===== src/rtl/fw_interface_sequencer_pkg.sv =====
// rtl/fw_interface_sequencer_pkg.sv - register offsets, FSM encodings and STATUS layout
// Shared by the sequencer top and its bench-visible register decode.
package fw_interface_sequencer_pkg;

  localparam logic [2:0] REG_CHAR     = 3'd0;
  localparam logic [2:0] REG_REPORT   = 3'd1;
  localparam logic [2:0] REG_WARNING  = 3'd2;
  localparam logic [2:0] REG_ERROR    = 3'd3;
  localparam logic [2:0] REG_EXPECTED = 3'd4;
  localparam logic [2:0] REG_MEASURED = 3'd5;
  localparam logic [2:0] REG_COMPARE  = 3'd6;
  localparam logic [2:0] REG_STATUS   = 3'd7;

  localparam int STATUS_BUSY_BIT = 8;
  localparam int STATUS_OVF_BIT  = 9;

  typedef enum logic [1:0] {ST_IDLE, ST_DRAIN, ST_PULSE, ST_GAP} state_e;

  // Event order matches the bit order of the internal new_* vector.
  typedef enum logic [1:0] {EV_REPORT, EV_WARNING, EV_ERROR, EV_COMPARE} event_e;

  function automatic logic [31:0] status_word(input logic ovf, input logic busy,
                                              input logic [4:0] level);
    logic [31:0] w;
    w = {27'b0, level};
    w[STATUS_BUSY_BIT] = busy;
    w[STATUS_OVF_BIT]  = ovf;
    return w;
  endfunction

endpackage


===== src/rtl/fw_if_char_fifo.sv =====
// rtl/fw_if_char_fifo.sv - 8-bit synchronous character FIFO with level and full/empty
// A push while full is taken only when a pop frees the slot in the same cycle.
module fw_if_char_fifo #(
  parameter int DEPTH = 16
) (
  input  logic                     clk,
  input  logic                     rst_n,
  input  logic                     push,
  input  logic [7:0]               wr_data,
  input  logic                     pop,
  output logic [7:0]               rd_data,
  output logic [$clog2(DEPTH):0]   level,
  output logic                     full,
  output logic                     empty
);

  localparam int AW = $clog2(DEPTH);

  logic [7:0]    mem_q [DEPTH];
  logic [AW-1:0] wptr_q, wptr_d;
  logic [AW-1:0] rptr_q, rptr_d;
  logic [AW:0]   level_q, level_d;
  logic          do_push, do_pop;

  assign full    = (level_q == (AW+1)'(DEPTH));
  assign empty   = (level_q == '0);
  assign level   = level_q;
  assign rd_data = mem_q[rptr_q];
  assign do_pop  = pop && !empty;
  assign do_push = push && (!full || do_pop);

  always_comb begin
    wptr_d  = wptr_q;
    rptr_d  = rptr_q;
    level_d = level_q;
    if (do_push) wptr_d = wptr_q + 1'b1;
    if (do_pop)  rptr_d = rptr_q + 1'b1;
    if (do_push && !do_pop)      level_d = level_q + 1'b1;
    else if (do_pop && !do_push) level_d = level_q - 1'b1;
  end

  always_ff @(posedge clk or negedge rst_n) begin
    if (!rst_n) begin
      wptr_q  <= '0;
      rptr_q  <= '0;
      level_q <= '0;
    end else begin
      wptr_q  <= wptr_d;
      rptr_q  <= rptr_d;
      level_q <= level_d;
    end
  end

  always_ff @(posedge clk) begin
    if (do_push) mem_q[wptr_q] <= wr_data;
  end

endmodule


===== src/rtl/fw_interface_sequencer.sv =====
// rtl/fw_interface_sequencer.sv - Wishbone slave that drains FW message chars and pulses new_* events
// Optional FW_IF_AUTO_COMMIT_EN: a CHAR write of 0x0A commits a REPORT instead of being queued.
module fw_interface_sequencer
  import fw_interface_sequencer_pkg::*;
#(
  parameter int FIFO_DEPTH   = 16,
  parameter int MAX_CHARS    = 31,
  parameter int PULSE_CYCLES = 4
) (
  input  logic        wb_clk_i,
  input  logic        wb_rst_i,
  input  logic [4:0]  wb_adr_i,
  input  logic [31:0] wb_dat_i,
  output logic [31:0] wb_dat_o,
  input  logic        wb_we_i,
  input  logic        wb_stb_i,
  input  logic        wb_cyc_i,
  output logic        wb_ack_o,
  output logic        new_report,
  output logic        new_warning,
  output logic        new_error,
  output logic        new_compare,
  output logic [31:0] report_reg,
  output logic [31:0] warning_reg,
  output logic [31:0] error_reg,
  output logic [31:0] expected_reg,
  output logic [31:0] measured_reg,
  output logic [5:0]  index,
  output logic [7:0]  data,
  output logic        write_mem
);

  localparam int         LVL_W   = $clog2(FIFO_DEPTH) + 1;
  localparam int         CNT_W   = $clog2(PULSE_CYCLES);
  localparam logic [5:0] MAX_IDX = 6'(MAX_CHARS);

  state_e            state_q, state_d;
  event_e            ev_q, ev_d;
  logic [5:0]        idx_q, idx_d;
  logic [LVL_W-1:0]  n_q, n_d;
  logic [CNT_W-1:0]  cnt_q, cnt_d;
  logic              ovf_q, ovf_d;
  logic              ack_q, ack_d;
  logic [31:0]       dat_q, dat_d;
  logic [3:0]        new_q, new_d;
  logic [5:0]        index_q, index_d;
  logic [7:0]        data_q, data_d;
  logic              wr_q, wr_d;
  logic [31:0]       report_q, report_d, warning_q, warning_d, error_q, error_d;
  logic [31:0]       expected_q, expected_d, measured_q, measured_d;

  logic              push, pop, fifo_full, fifo_empty;
  logic [7:0]        fifo_rd;
  logic [LVL_W-1:0]  fifo_level;
  logic              req, idle, auto_nl, accept, commit;
  event_e            commit_ev;
  logic [2:0]        reg_sel;
  logic              unused_adr;

  assign reg_sel    = wb_adr_i[4:2];
  assign unused_adr = &{1'b0, wb_adr_i[1:0]};
  assign req        = wb_cyc_i && wb_stb_i && !ack_q;
  assign idle       = (state_q == ST_IDLE);
  assign pop        = (state_q == ST_DRAIN) && (n_q != '0) && !fifo_empty;

`ifdef FW_IF_AUTO_COMMIT_EN
  assign auto_nl = (wb_dat_i[7:0] == 8'h0A);
`else
  assign auto_nl = 1'b0;
`endif

  fw_if_char_fifo #(.DEPTH(FIFO_DEPTH)) u_fifo (
    .clk     (wb_clk_i),
    .rst_n   (wb_rst_i),
    .push    (push),
    .wr_data (wb_dat_i[7:0]),
    .pop     (pop),
    .rd_data (fifo_rd),
    .level   (fifo_level),
    .full    (fifo_full),
    .empty   (fifo_empty)
  );

  always_comb begin
    state_d = state_q;  ev_d = ev_q;  idx_d = idx_q;  n_d = n_q;  cnt_d = cnt_q;
    ovf_d = ovf_q;  new_d = new_q;  index_d = index_q;  data_d = data_q;  wr_d = 1'b0;
    report_d = report_q;  warning_d = warning_q;  error_d = error_q;
    expected_d = expected_q;  measured_d = measured_q;
    dat_d = '0;  push = 1'b0;  accept = 1'b0;  commit = 1'b0;  commit_ev = EV_REPORT;

    // Bus side: commits complete only in IDLE, CHAR pushes only when a slot exists.
    if (req && wb_we_i) begin
      case (reg_sel)
        REG_CHAR: begin
          if (auto_nl) begin
            accept = idle;
            commit = idle;
          end else begin
            accept = !fifo_full || pop;
            push   = accept;
          end
        end
        REG_REPORT:   begin accept = idle; commit = idle; if (idle) report_d = wb_dat_i; end
        REG_WARNING:  begin accept = idle; commit = idle; commit_ev = EV_WARNING;
                            if (idle) warning_d = wb_dat_i; end
        REG_ERROR:    begin accept = idle; commit = idle; commit_ev = EV_ERROR;
                            if (idle) error_d = wb_dat_i; end
        REG_COMPARE:  begin accept = idle; commit = idle; commit_ev = EV_COMPARE; end
        REG_EXPECTED: begin accept = 1'b1; expected_d = wb_dat_i; end
        REG_MEASURED: begin accept = 1'b1; measured_d = wb_dat_i; end
        default:      accept = 1'b1;
      endcase
    end else if (req) begin
      accept = 1'b1;
      case (reg_sel)
        REG_REPORT:   dat_d = report_q;
        REG_WARNING:  dat_d = warning_q;
        REG_ERROR:    dat_d = error_q;
        REG_EXPECTED: dat_d = expected_q;
        REG_MEASURED: dat_d = measured_q;
        REG_STATUS: begin
          dat_d = status_word(ovf_q, !idle, 5'(fifo_level));
          ovf_d = 1'b0;
        end
        default:      dat_d = '0;
      endcase
    end
    ack_d = accept;

    // Sequencer side runs after the bus so an overflow set wins over a STATUS clear.
    case (state_q)
      ST_IDLE: begin
        if (commit) begin
          n_d     = fifo_level;
          ev_d    = commit_ev;
          state_d = ST_DRAIN;
        end
      end
      ST_DRAIN: begin
        if (n_q == '0) begin
          state_d = ST_PULSE;
          new_d   = 4'b0001 << ev_q;
          cnt_d   = CNT_W'(PULSE_CYCLES - 1);
        end else if (pop) begin
          n_d = n_q - 1'b1;
          if (idx_q < MAX_IDX) begin
            wr_d    = 1'b1;
            data_d  = fifo_rd;
            index_d = idx_q;
            idx_d   = idx_q + 6'd1;
          end else begin
            ovf_d = 1'b1;
          end
        end
      end
      ST_PULSE: begin
        if (cnt_q == '0) begin
          new_d   = '0;
          state_d = ST_GAP;
        end else begin
          cnt_d = cnt_q - 1'b1;
        end
      end
      ST_GAP: begin
        idx_d   = '0;
        state_d = ST_IDLE;
      end
      default: state_d = ST_IDLE;
    endcase
  end

  always_ff @(posedge wb_clk_i or negedge wb_rst_i) begin
    if (!wb_rst_i) begin
      state_q <= ST_IDLE;  ev_q <= EV_REPORT;  idx_q <= '0;  n_q <= '0;  cnt_q <= '0;
      ovf_q <= 1'b0;  ack_q <= 1'b0;  dat_q <= '0;  new_q <= '0;
      index_q <= '0;  data_q <= '0;  wr_q <= 1'b0;
      report_q <= '0;  warning_q <= '0;  error_q <= '0;  expected_q <= '0;  measured_q <= '0;
    end else begin
      state_q <= state_d;  ev_q <= ev_d;  idx_q <= idx_d;  n_q <= n_d;  cnt_q <= cnt_d;
      ovf_q <= ovf_d;  ack_q <= ack_d;  dat_q <= dat_d;  new_q <= new_d;
      index_q <= index_d;  data_q <= data_d;  wr_q <= wr_d;
      report_q <= report_d;  warning_q <= warning_d;  error_q <= error_d;
      expected_q <= expected_d;  measured_q <= measured_d;
    end
  end

  assign wb_ack_o     = ack_q;
  assign wb_dat_o     = dat_q;
  assign new_report   = new_q[EV_REPORT];
  assign new_warning  = new_q[EV_WARNING];
  assign new_error    = new_q[EV_ERROR];
  assign new_compare  = new_q[EV_COMPARE];
  assign report_reg   = report_q;
  assign warning_reg  = warning_q;
  assign error_reg    = error_q;
  assign expected_reg = expected_q;
  assign measured_reg = measured_q;
  assign index        = index_q;
  assign data         = data_q;
  assign write_mem    = wr_q;

endmodule


===== config.mk =====
export PLATFORM = sky130hd
export DESIGN_NAME = fw_interface_sequencer
export DESIGN_NICKNAME = d
export VERILOG_FILES = /design/src/rtl/fw_interface_sequencer_pkg.sv /design/src/rtl/fw_if_char_fifo.sv /design/src/rtl/fw_interface_sequencer.sv
export SDC_FILE = /design/constraint.sdc
export NUM_CORES = 1
export LEC_CHECK = 0
export BUFFER_PORTS_ARGS = -buffer_cell sky130_fd_sc_hd__buf_2
export CAP_MARGIN = 0
export CORE_MARGIN = 2
export CORE_UTILIZATION = 31
export CTS_CLUSTER_DIAMETER = 100
export DETAILED_ROUTE_END_ITERATION = 10
export PLACE_DENSITY = 0.58
export SLEW_MARGIN = 20
export SYNTH_ARGS = -nofsm -noshare
export SYNTH_HDL_FRONTEND = slang
export SYNTH_SLANG_ARGS = --single-unit

===== constraint.sdc =====
create_clock -name wb_clk_i -period 4.63 [get_ports wb_clk_i]
set_clock_uncertainty 0.05 [all_clocks]
set_input_delay 1.1575 -clock wb_clk_i [delete_from_list [all_inputs] [get_ports wb_clk_i]]
set_output_delay 1.1575 -clock wb_clk_i [all_outputs]
set_load 0.02 [all_outputs]

; ---- After elaboration in Yosys (flattened, before gate mapping)
; Memories as Yosys holds them, arrays and structs flattened. A register that Yosys moved wholly into a read port is not among the register bits.
; Cells that the tools add are included.
[op_classes]
add_sub_neg = 7
n_lt_le_gt_ge = 1
eq_ne = 18
shifts = 1
muxes = 45
n_bitwise = 1
reduce_logical = 41
[op_table]
columns = op, count
row1 = $pmux W32 S6, 1
row2 = $mux W32, 2
row3 = $mux W5, 5
row4 = $mux W1, 19
row5 = $mux W6, 3
row6 = $reduce_and A3 Y1, 6
row7 = $eq A3 B3 Y1 const B, 4
row8 = $mux W2, 6
row9 = $pmux W6 S2, 1
row10 = $reduce_and A4 Y1, 3
row11 = $logic_not A5 Y1, 2
row12 = $pmux W5 S2, 1
row13 = $sub A5 B1 Y5 const B, 2
row14 = $logic_and A1 B1 Y1, 9
row15 = $add A4 B1 Y4 const B, 2
row16 = $mux W4, 2
row17 = $ne A2 B2 Y1 const B, 4
row18 = $pmux W2 S4, 1
row19 = $pmux W4 S2, 1
row20 = $reduce_bool A2 Y1, 4
row21 = $logic_not A1 Y1, 7
row22 = $add A6 B1 Y6 const B, 1
row23 = $eq A3 B2 Y1 const B, 2
row24 = $lt A6 B5 Y1 const B, 1
row25 = 18 further kinds, 25
[totals]
reg_bits = 235
ram_bits = 128
word_cells = 134
mem_count = 1
[mem_list]
columns = memory, words, width, read_ports, rd_clocked_by_memory_dff, wr, line_no
row1 = u_fifo.mem_q, 16, 8, 1, 1, 1, fw_if_char_fifo.sv:19  ; logic [7:0] mem_q [DEPTH];

; ---- Logic depth before layout (Yosys ltp)
; Gate-level depths: netlist of the first run.
[depth]
word_depth = 11
mapped_depth = 15
mapped_depth_nobuf = 12

; ---- By module
; A second synthesis of the first run with hierarchy kept.
[hier_totals]
cells_unflattened = 1119
hier_area_um2 = 16470.8
[by_module_without_submodules]
columns = module, instances, cells_each, area_per_inst_um2, seq_area_each_um2
row1 = fw_interface_sequencer, 1, 796, 10755.3, 5755.5
row2 = fw_if_char_fifo, 1, 323, 5715.5, 4169.0

; ---- Worst setup path before layout of the first run
; Ideal clock, no wire load.
[synth_timing]
kind = input to register
startpoint = input port wb_adr_i[4]
endpoint = register u_fifo.level_q[4], in the netlist u_fifo.level[4]
t_arrival_ns = 3.373
required_time_ns = 4.500
path_slack_ns = 1.127
cell_stages = 12
n_path_buf = 2
path_cell_list = clkbuf_1 -> nor2_1 -> nand2_1 -> nor3_2 -> buf_6 -> ha_1 -> inv_1 -> fa_1 -> a21o_1 -> a21oi_1 -> mux2i_1 -> xnor2_1
[synth_between]
elab_chain_cells = 7
elab_cells_between_ends = 9
[synth_lines]
columns = item, line_no
row1 = "start, declared", fw_interface_sequencer.sv:12  ; input logic [4:0] wb_adr_i,
row2 = $logic_not A3 Y1 *, fw_interface_sequencer.sv:93  ; case (reg_sel)
row3 = $mux W1 *, fw_interface_sequencer.sv:93
row4 = $mux W1 *, fw_interface_sequencer.sv:92  ; if (req && wb_we_i) begin
row5 = $logic_and A1 B1 Y1 *, fw_if_char_fifo.sv:30  ; assign do_push = push && (!full || do_pop);
row6 = net u_fifo.do_push, fw_if_char_fifo.sv:23  ; logic do_push, do_pop;
row7 = $logic_not A1 Y1, fw_if_char_fifo.sv:39  ; else if (do_pop && !do_push) level_d = level_q - 1'b1;
row8 = $logic_and A1 B1 Y1, fw_if_char_fifo.sv:39
row9 = $reduce_bool A2 Y1 (no line), -
row10 = "end signal, assigned", fw_if_char_fifo.sv:50  ; level_q <= level_d;
row11 = "end, declared", fw_if_char_fifo.sv:22  ; logic [AW:0] level_q, level_d;
; The timed path passes the listed nets; every way through them passes the cells marked *.
; A chain may end at the register's enable or synchronous reset.

; ---- Worst setup path after layout of the first run
[layout_timing]
startpoint = register n_q[0]
endpoint = register u_fifo.level_q[4], in the netlist u_fifo.level[4]
[layout_between]
elab_chain_cells = 10
elab_cells_between_ends = 15
[layout_lines]
columns = item, line_no
row1 = "start, declared", fw_interface_sequencer.sv:40  ; logic [LVL_W-1:0] n_q, n_d;
row2 = "start signal, assigned", fw_interface_sequencer.sv:179  ; state_q <= state_d; ev_q <= ev_d; idx_q <= idx_d; n_q <= n_d; cnt_q <= cnt_d;
row3 = $reduce_bool A5 Y1 *, fw_interface_sequencer.sv:64  ; assign pop = (state_q == ST_DRAIN) && (n_q != '0) && !fifo_empty;
row4 = $logic_and A1 B1 Y1 * (2 in series), fw_interface_sequencer.sv:64
row5 = $logic_or A1 B1 Y1, fw_interface_sequencer.sv:99  ; accept = !fifo_full || pop;
row6 = $mux W1, fw_interface_sequencer.sv:93
row7 = $mux W1, fw_interface_sequencer.sv:92
row8 = $logic_and A1 B1 Y1, fw_if_char_fifo.sv:30
row9 = $logic_not A1 Y1, fw_if_char_fifo.sv:39
row10 = $logic_and A1 B1 Y1, fw_if_char_fifo.sv:39
row11 = $reduce_bool A2 Y1 (no line), -
; Every way passes the cells marked *; elsewhere a longest branch is shown, timed or not.

==> out/qor.csv, run 1 <==
stage,metric,value,unit
clock_tree,post-CTS setup buffer count,0,
worst_setup_path,Critical Path Start Type,flip-flop,
timing,setup tns final,0,ns
synth,Yosys reg bits,371,
clock_tree,H-Tree Depth,2,
placement,RD Place Congestion,0.769,
worst_setup_path,CP Data Required Time,5.06,ns
floorplanning,Die ar.,52700,sq um
synth,synthesized area per cell,14.8,sq um
global_routing,residual overflow from global routing,0,
worst_setup_path,crit-path max cell delay,0.65,ns
worst_hold_path,Hold Crit Class,reg -> reg,
finish,ANT cells,0,
finish,# fillers,4740,
timing,worst slew margin relative to its limit,26.1,%
routing,max layer used,met5,
routing,met2 wire len,21200,um
worst_setup_path,Critical Path Source,n_q[0],
floorplanning,IO Count,254,
floorplanning,Rows,82,
routing,Avg Vias per Cell,5.09,
global_routing,vias in the first global route,10600,
power_and_ir_drop,post-layout power,10600,uW
clock_tree,Num CTS Buffers,42,
routing,met3 WL,3720,um
clock_tree,CTS Hold Bufs,0,
synth,synthesized netlist cell count,1066,
clock_tree,post-cts resize count,0,
timing,pins over their slew limit,0,
timing,RSZ-0062 raised after global routing,no,
timing,crit path time final,3.59,ns
clock_tree,CTS tree,yes,
synth,Commonest cells post-synth,"dfrtp_1 (243), mux2_2 (167), edfxtp_1 (128)",
routing,WL met1,20100,um
finish,register area,9930,sq um
worst_setup_path,RR Startpoint,n_q[0],
routing,First-pass DRT Iterations,4,
timing,worst setup margin,1.04,ns
finish,area of the multi-input gates,5500,sq um
power_and_ir_drop,pwr/cell area,553,nW/um^2
worst_setup_path,"Arr. time, crit path",4.02,ns
worst_setup_path,slowest CP cell,or4b_1,
worst_hold_path,Hold Crit Start,index[5],
synth,post-synthesis sequential area ratio,62.9,%
placement,dpl hpwl,30800,um
global_routing,largest net degree at the start of global routing,106,
synth,async set or reset register ratio after synthesis,65.5,%
synth,Post-synth top flop,dfrtp_1,
job,Max Cap Viol,0,
worst_setup_path,"critical path fanouts, max",21,
worst_setup_path,crit path kind,reg -> reg,
routing,initial DRC count,485,
timing,Slew @ Worst Pin,1.11,ns
timing,setup violators final,0,
floorplanning,Core Area,50200,sq um
clock_tree,clk slew on worst S/H paths,0.06,ns
placement,Port Buffers,251,
finish,share of cells above drive strength 1,41.0,%
run_status,outcome,"complete, no violations",
floorplanning,DIE WIDTH,230,um
placement,worst slack at placement,1.01,ns
timing,fin crit share,77.4,%
routing,Final ANT Viol Nets,0,
clock_tree,maximum buffer depth of the clock tree,3,
routing,Post-route DRC,0,
synth,yosys warns,0,
finish,Largest Register,u_fifo.mem_q,
global_routing,first-pass GRT wire length,69300,um
power_and_ir_drop,static leakage,0.00859,uW
timing,FMAX,279,MHz
finish,P&R area growth vs syn,21.3,%
clock_tree,# clock sinks,371,
global_routing,All-Layer GR Usage,17.4,%
routing,DR vias,10300,
finish,max reg flops,128,
synth,top post-synthesis cells by area,"dfrtp_1 (39%), edfxtp_1 (24%), mux2_2 (12%)",
timing,Fin. Hold Viols,0,
finish,fin nets,1376,
synth,number of synthesized flops with an enable pin,128,
synth,Synth cell types,67,
synth,Post-Syn Area,15800,sq um
clock_tree,CTS root buffer,clkbuf_16,
synth,Synth area leader,dfrtp_1,
synth,share of the synthesized area in the top cell type,38.5,%
power_and_ir_drop,Max VDD drop,0.350,mV
global_routing,initial antenna violation count,1,
clock_tree,"Clk Latency, worst-skew pair",0.56,ns
worst_setup_path,crit-path cells,inv_1 > ha_1 > or4b_1 > o211a_1 > inv_4 > ha_1 > inv_1 > fa_1 > a21o_1 > a21oi_1 > mux2i_1 > xnor2_1,
routing,wire per inst,22.8,um
floorplanning,die height,230,um
routing,WL final,45900,um
floorplanning,Starting Density,31.5,%
synth,top-count cell post-synth,dfrtp_1,
worst_setup_path,CP Capture Type,flip-flop,
synth,syn nets,1126,
## placed cells by master, fill, tap and decap left out, types with 3 or more instances in the layout
cell type / instances
and2_1: 23
nand2_1: 23
a22o_1: 4
a211oi_1: 4
mux2i_1: 45
bufinv_16: 4
xor2_1: 3
o31ai_1: 3
clkbuf_1: 10
o21ai_0: 35
nor2b_1: 5
and3_1: 16
o211ai_1: 6
buf_2: 250
nor2_1: 39
mux2_2: 167
xnor2_1: 7
buf_4: 21
nor3_1: 10
mux4_2: 33
edfxtp_1: 128
clkbuf_16: 43
nand3_1: 9
clkinv_2: 10
dfrtp_1: 241
inv_1: 18
a21oi_1: 49
o221ai_1: 10
o22ai_1: 4
nor3b_1: 3
ha_1: 17
a22oi_1: 31
mux2_1: 8
nand4_1: 3
clkbuf_8: 3
a221oi_1: 6
## stage by stage
step	area [sq um]	utilization, %	std cells	hold slack, ns
global placement	17800	35.5	1944	0.429
global route	19200	38.2	2018	0.468
finish	19200	38.2	2018	0.427
CTS	19200	38.2	2018	0.432
detailed placement	17800	35.5	1944	0.415
floorplan	15800	-	1066	0.419
## logic make-up (layout without fill, tap and decap cells)
logic type	after synthesis	after routing	share of synthesized area (%)
adders and majority gates	18	18	1.47
AOI/OAI and AO/OA	173	173	7.34
buffers and inverters	87	367	2.52
DFF	371	371	62.9
muxes	253	253	20.0
xor gates and xnor gates	10	10	0.555
and+or+nand+nor	154	154	5.21
## routing by layer
| metal | vias up | global-route usage (%) |
|---|---|---|
| li1 | 4524 | - |
| met1 | 5359 | 23.1 |
| met2 | 312 | 27.3 |
| met3 | 71 | 5.69 |
| met4 | 2 | 4.83 |
| met5 | - | 0 |
## final timing paths
path                              endpoint  slack, ns  cells past startpoint
max reg2reg                u_fifo.level[4]       1.04                     12
max                        u_fifo.level[4]       1.04                     12
max in group asynchronous  warning_reg[28]       2.89                      2
min                               index[5]       0.43                      1
min in group asynchronous     wb_dat_o[20]       0.58                      1
min reg2reg                       index[5]       0.43                      1
## layout make-up
class / instances / share of cell area, %
multi-input combinational: 608 / 28.7
clock buffer: 56 / 6.03
timing repair buffer: 274 / 7.64
inverter: 19 / 0.385
tap: 672 / 4.39
clock inverter: 18 / 1.01
sequential: 371 / 51.8
## where the power goes
group	switching [uW]	internal, uW
combinational	1600	1230
sequential	565	3890
clock	1340	1970
## worst max-delay path: cells and delay by family, from the launching register on
| family | cells | cell delay [ns] |
|---|---|---|
| adders and majority gates | 3 | 0.83 |
| AOI/OAI and AO/OA | 3 | 0.71 |
| and+or+nand+nor | 1 | 0.65 |
| buffers and inverters | 3 | 0.51 |
| DFF | 1 | 0.39 |
| muxes | 1 | 0.24 |
| xor gates and xnor gates | 1 | 0.13 |
Power figures use the tool's default switching activity.
==> inputs of run 2 (changes only) <==
Settings changed: ABC_AREA set to 1.
Clock period 4.63 ns to 3.3 ns, I/O delays scaled along.
==> out/qor.csv, run 2 <==
stage,metric,value,unit,change
synth,Synth cell types,35,,-48%
worst_setup_path,Critical Path Start Type,flip-flop,,
floorplanning,Core Area,51300,sq um,+2.3%
clock_tree,CTS root buffer,clkbuf_16,,
global_routing,vias in the first global route,12600,,+19%
worst_setup_path,"critical path fanouts, max",8,,-62%
global_routing,All-Layer GR Usage,18.2,%,+0.80 points
finish,ANT cells,0,,unchanged
worst_setup_path,crit-path max cell delay,0.41,ns,-0.24 ns
finish,# fillers,5175,,+9.2%
finish,fin area,19800,sq um,+3.1%
routing,First-pass DRT Iterations,5,,+1
finish,most frequent cells in the layout,"nand2_1 (554), buf_2 (250), dfrtp_1 (243), o21ai_1 (184), inv_1 (176)",,
finish,fin cells,2722,,+35%
timing,FMAX,372,MHz,+33%
synth,Post-Syn Area,16100,sq um,+1.9%
routing,WL final,48700,um,+6.0%
finish,fin nets,2067,,+50%
power_and_ir_drop,static leakage,0.00970,uW,+13%
routing,Avg Vias per Cell,4.66,,-8.4%
worst_hold_path,Hold Crit Class,in -> async,,
synth,top post-synthesis cells by area,"dfrtp_1 (38%), edfxtp_1 (24%), nand2_1 (13%)",,
worst_setup_path,Critical Path Source,n_q[0],,
timing,pins over their slew limit,0,,unchanged
placement,Port Buffers,251,,unchanged
finish,P&R area growth vs syn,22.8,%,
clock_tree,# clock sinks,371,,unchanged
finish,share of cells above drive strength 1,19.3,%,-22 points
timing,setup tns final,0,ns,unchanged
global_routing,met3 Use GR,5.93,%,+0.24 points
clock_tree,post-cts resize count,0,,unchanged
synth,number of synthesized flops with an enable pin,128,,unchanged
placement,dpl cells,2641,,+36%
clock_tree,CTS Hold Bufs,0,,unchanged
finish,max reg flops,128,,unchanged
synth,syn nets,1811,,+61%
routing,wire per inst,17.9,um,-21%
synth,top-count cell post-synth,nand2_1,,
synth,Compound-Gate Fraction of Synth Area,7.90,%,+0.56 points
synth,Post-synth top flop,dfrtp_1,,
worst_setup_path,"Arr. time, crit path",3.14,ns,-0.88 ns
synth,Yosys reg bits,371,,unchanged
global_routing,initial antenna violation count,0,,-1
synth,Commonest cells post-synth,"nand2_1 (555), dfrtp_1 (243), o21ai_1 (184)",,
clock_tree,maximum buffer depth of the clock tree,3,,unchanged
timing,RSZ-0062 raised after global routing,no,,
worst_setup_path,worst path bufs/invs,3,,unchanged
synth,post-synthesis sequential area ratio,61.7,%,-1.2 points
floorplanning,IO Count,254,,unchanged
timing,Slew @ Worst Pin,0.829,ns,-0.280 ns
routing,Post-route DRC,0,,unchanged
power_and_ir_drop,post-layout power,15600,uW,+47%
floorplanning,DIE WIDTH,232,um,+0.95%
synth,Synth Area in Adders,1.45,%,-0.028 points
finish,Largest Register,u_fifo.mem_q,,
worst_setup_path,CP Data Required Time,3.75,ns,-1.31 ns
clock_tree,"Clk Latency, worst-skew pair",0.59,ns,+0.03 ns
worst_setup_path,crit path kind,reg -> reg,,
routing,DR vias,12700,,+24%
timing,fin crit share,81.5,%,+4.1 points
floorplanning,Rows,83,,+1.2%
clock_tree,CTS tree,yes,,
worst_setup_path,CP Capture Type,flip-flop,,
synth,combinational family with the most area after synthesis,simple AND/OR/NAND/NOR gates,,
synth,yosys warns,0,,unchanged
worst_setup_path,"Largest delay share family, worst path",simple AND/OR/NAND/NOR gates,,
floorplanning,Starting Density,31.4,%,-0.099 points
placement,dpl hpwl,32200,um,+4.7%
worst_setup_path,crit-path cells,inv_1 > ha_1 > nand3_1 > nand2_2 > inv_2 > nand2_2 > ha_1 > inv_1 > fa_1 > a21oi_1 > nor2_1 > nor2_1 > xor2_1 > nand2_1 > nand2_1,,
clock_tree,clk slew on worst S/H paths,0.06,ns,about the same
global_routing,Top Usage Layer GRT,met2,,
clock_tree,post-CTS setup buffer count,0,,unchanged
job,Max Cap Viol,0,,unchanged
timing,minimum hold slack,0.183,ns,-0.245 ns
synth,XOR/XNOR share of the synthesized area,0.653,%,+0.098 points
floorplanning,die height,232,um,+0.95%
global_routing,first-pass GRT wire length,75400,um,+8.8%
power_and_ir_drop,pwr/cell area,789,nW/um^2,+43%
timing,Fin. Hold Viols,0,,unchanged
timing,setup violators final,0,,unchanged
worst_setup_path,RR Startpoint,n_q[0],,
global_routing,grt met1 use,23.1,%,+0.043 points
synth,synthesized area per cell,9.19,sq um,-38%
synth,multiplexer share of the synthesized area,0,%,-20 points
run_status,outcome,"complete, no violations",,
placement,RD Place Congestion,0.853,,+11%
global_routing,routing usage on met2,29.2,%,+1.8 points
synth,share of the synthesized area in the top cell type,37.8,%,-0.73 points
global_routing,largest net degree at the start of global routing,80,,-25%
synth,Synth area leader,dfrtp_1,,
clock_tree,H-Tree Depth,2,,unchanged
global_routing,residual overflow from global routing,0,,unchanged
synth,synthesized netlist cell count,1751,,+64%
finish,"commonest non-fill, non-tap cell in the layout",nand2_1,,
timing,worst slew margin relative to its limit,44.7,%,+19 points
synth,async set or reset register ratio after synthesis,65.5,%,unchanged
timing,crit path time final,2.69,ns,-0.894 ns
floorplanning,Die ar.,53800,sq um,+1.9%
routing,Final ANT Viol Nets,0,,unchanged
placement,placed instance area,18200,sq um,+2.2%
routing,initial DRC count,814,,+68%
power_and_ir_drop,Max VDD drop,0.463,mV,+32%
clock_tree,Num CTS Buffers,44,,+4.8%
synth,simple-gate share of the synthesized area,21.4,%,+16 points
worst_setup_path,slowest CP cell,fa_1,,
[run 2: cell families after synthesis]
group                      Yosys count
AOI/OAI and AO/OA                  238
xor gates and xnor gates            12
adders and majority gates           18
buffers and inverters              276
DFF                                371
and+or+nand+nor                    836
[run 2: area by class of cell]
class / count / area [sq um] / area share [%]
clock buffer: 58 / 1220 / 6.19
inverter: 191 / 717 / 3.63
sequential: 371 / 9920 / 50.2
timing repair buffer: 295 / 1660 / 8.40
clock inverter: 23 / 324 / 1.64
multi-input combinational: 1104 / 5060 / 25.6
tap: 680 / 851 / 4.31
[run 2: metal layers]
metal	routed length, um	up-vias
li1	-	6194
met1	20700	6036
met2	22400	389
met3	4300	71
met4	1280	0
met5	0	-
[run 2: worst paths after layout]
kind / endpoint / slack (ns) / cells after the start
max: u_fifo.level[4] / 0.61 / 15
min: warning_reg[15] / 0.18 / 1
min reg2reg: index[2] / 0.42 / 2
max in group asynchronous: measured_reg[13] / 2.18 / 2
max reg2reg: u_fifo.level[4] / 0.61 / 15
min in group wb_clk_i: index[2] / 0.42 / 2
[run 2: report_power, final]
| part | leakage [uW] | total, uW | internal, uW | switching, uW |
|---|---|---|---|---|
| clock network | 0.000764 | 5170 | 3170 | 2000 |
| registers | 0.00438 | 5970 | 5420 | 548 |
| logic | 0.00456 | 4450 | 1400 | 3050 |
[run 2: per-stage QoR]
| step | setup slack (ns) | utilization [%] |
|---|---|---|
| 6_report | 0.609 | 38.5 |
| 5_1_grt | 0.404 | 38.5 |
| 4_1_cts | 0.631 | 38.5 |
| 3_5_place_dp | 0.440 | 35.5 |
| 3_3_place_gp | 0.356 | 35.5 |
| 2_1_floorplan | 0.434 | - |
==> inputs of run 3 (changes only) <==
Settings changed: ABC_AREA 1 to 0.
Clock period 3.3 ns to 2.8 ns, I/O delays scaled along.
==> out/qor.csv, run 3 (synthesized netlist as in run 1, its figures left out) <==
stage,metric,value,unit,change
run_status,outcome,"complete, no violations",,
worst_hold_path,Hold Crit Class,in -> reg,,
placement,Port Buffers,251,,unchanged
finish,utilization after layout,39.4,%,+0.90 points
routing,First-pass DRT Iterations,5,,unchanged
timing,setup violators final,0,,unchanged
finish,share of cells above drive strength 1,44.0,%,+25 points
finish,Largest Register,u_fifo.mem_q,,
worst_setup_path,"critical path fanouts, max",4,,-4
finish,max reg flops,128,,unchanged
floorplanning,IO Count,254,,unchanged
floorplanning,Core Area,50200,sq um,-2.2%
global_routing,largest net degree at the start of global routing,77,,-3.8%
placement,RD Place Congestion,0.796,,-6.7%
global_routing,All-Layer GR Usage,17.0,%,-1.2 points
timing,RSZ-0062 raised after global routing,yes,,
routing,WL final,44800,um,-7.9%
global_routing,initial antenna violation count,4,,+4
clock_tree,clk slew on worst S/H paths,0.06,ns,about the same
finish,"commonest non-fill, non-tap cell in the layout",buf_2,,
global_routing,first-pass GRT wire length,68500,um,-9.1%
floorplanning,Rows,82,,-1.2%
power_and_ir_drop,Max VDD drop,0.607,mV,+31%
worst_setup_path,reg2reg path depth,12,,-3
timing,worst slew margin relative to its limit,56.9,%,+12 points
floorplanning,DIE WIDTH,230,um,-0.94%
timing,FMAX,371,MHz,-0.11%
worst_setup_path,CP Data Required Time,3.21,ns,-0.54 ns
worst_setup_path,Critical Path Start Type,flip-flop,,
timing,crit path time final,2.69,ns,+0.00293 ns
clock_tree,Num CTS Buffers,43,,-2.3%
worst_setup_path,slowest CP cell,or4b_4,,
worst_setup_path,R2R setup slack,0.11,ns,-0.50 ns
floorplanning,die height,230,um,-0.94%
routing,Final ANT Viol Nets,0,,unchanged
worst_setup_path,crit path kind,reg -> reg,,
floorplanning,Starting Density,31.5,%,+0.099 points
routing,Avg Vias per Cell,4.97,,+6.6%
global_routing,residual overflow from global routing,0,,unchanged
worst_setup_path,reg2reg end,u_fifo.level[4],,
routing,wire per inst,21.6,um,+21%
timing,pins over their slew limit,0,,unchanged
timing,Fin. Hold Viols,0,,unchanged
worst_setup_path,crit-path max cell delay,0.49,ns,+0.08 ns
floorplanning,Die ar.,52700,sq um,-1.9%
worst_setup_path,RR Startpoint,n_q[1],,
placement,dpl hpwl,30900,um,-4.1%
finish,fin nets,1424,,-31%
job,Max Cap Viol,0,,unchanged
finish,most frequent cells in the layout,"buf_2 (250), dfrtp_1 (242), mux2_2 (167), edfxtp_1 (128), buf_4 (58)",,
worst_setup_path,crit-path cells,inv_2 > ha_4 > or4b_4 > a211oi_4 > nor3_4 > ha_4 > inv_6 > ha_4 > a21o_1 > a21oi_2 > mux2i_1 > xnor2_1,,
worst_hold_path,Min-Delay Endpoint,report_reg[24],,
worst_hold_path,Min-Delay Path Depth,2,,
worst_setup_path,"Arr. time, crit path",3.10,ns,-0.04 ns
timing,minimum hold slack,0.354,ns,+0.172 ns
worst_hold_path,Hold Crit Start,wb_dat_i[24],,
worst_setup_path,Critical Path Source,n_q[1],,
routing,DR vias,10300,,-19%
clock_tree,CTS root buffer,clkbuf_16,,
timing,fin crit share,96.2,%,+15 points
worst_setup_path,CP Capture Type,flip-flop,,
power_and_ir_drop,static leakage,0.00887,uW,-8.6%
clock_tree,CTS tree,yes,,
clock_tree,maximum buffer depth of the clock tree,3,,unchanged
worst_setup_path,critical path's most frequent cell,ha_4,,
clock_tree,# clock sinks,371,,unchanged
routing,initial DRC count,459,,-44%
clock_tree,H-Tree Depth,2,,unchanged
routing,Post-route DRC,0,,unchanged
global_routing,vias in the first global route,10900,,-14%
timing,Slew @ Worst Pin,0.647,ns,-0.182 ns
finish,P&R area growth vs syn,25.2,%,
power_and_ir_drop,post-layout power,17900,uW,+15%
clock_tree,"Clk Latency, worst-skew pair",0.58,ns,about the same
power_and_ir_drop,pwr/cell area,904,nW/um^2,+15%
[run 3: cell types whose count changed in the layout (fill, tap and decap cells not counted), moves of 19 or more]
cell	delta
nor2_1	-54
mux4_2	+33
a21oi_1	+39
buf_4	+19
o21ai_1	-183
nand4_1	-24
inv_1	-161
a22oi_1	+31
and2_1	+23
mux2i_1	+45
nand2_1	-531
nand3_1	-131
mux2_2	+167
[run 3: power by group]
part | total, uW | leakage (uW) | internal (uW) | switching (uW)
Combinational | 5220 | 0.00384 | 2280 | 2940
Sequential | 7100 | 0.00436 | 6430 | 676
Clock | 5540 | 0.000678 | 3220 | 2320
[run 3: critical path, delay by kind of cell (launching register included)]
| family | cells | cell delay, ns |
|---|---|---|
| buf+inv | 2 | 0.16 |
| mux | 1 | 0.23 |
| xor+xnor | 1 | 0.09 |
| fa+ha+maj | 3 | 0.51 |
| simple gates | 2 | 0.56 |
| compound gates | 3 | 0.60 |
| flops | 1 | 0.38 |
[run 3: per-layer routing]
metal,track usage (%),part of all wire [%]
met5,0,0.085
met2,27.4,48
met3,5.72,7.8
met1,21.6,42
met4,4.87,2.1
[run 3: layout make-up]
| type | instances | area [sq um] |
|---|---|---|
| fillers | 4693 | 30400 |
| diodes | 2 | 5.00 |
| repair buffers | 321 | 1930 |
| clock buffers | 55 | 1150 |
| well taps | 672 | 841 |
| inverters | 19 | 78.8 |
| clock inverters | 24 | 253 |
| flip-flops and latches | 371 | 9930 |
| multi-input cells | 608 | 5580 |
[run 3: how the worst max path moves through the flow]
stage / slack, ns / endpoint / depth (start not counted)
global route: -0.04 / u_fifo.level[4] / 12
global placement: -0.18 / u_fifo.level[4] / 11
finish: 0.11 / u_fifo.level[4] / 12
floorplan: -0.16 / u_fifo.level[4] / 15
CTS: 0.04 / u_fifo.level[4] / 12
detailed placement: -0.17 / u_fifo.level[4] / 11
[run 3: stage by stage]
| step | setup WS (ns) | std cells | setup TNS, ns | cell area (sq um) |
|---|---|---|---|---|
| 2_1_floorplan | -0.162 | 1066 | -0.220 | 15800 |
| 3_3_place_gp | -0.183 | 1986 | -0.183 | 18300 |
| 3_5_place_dp | -0.168 | 1986 | -0.168 | 18300 |
| 4_1_cts | 0.0382 | 2066 | 0 | 19700 |
| 5_1_grt | -0.0384 | 2070 | -0.0384 | 19800 |
| 6_report | 0.106 | 2072 | 0 | 19800 |
[run 3: repair_timing]
action	in CTS	in global routing
hold buffers	1	0
setup endpoints to repair	0	2
resized for setup	0	6
buffers inserted	0	4
hold endpoints to repair	45	0
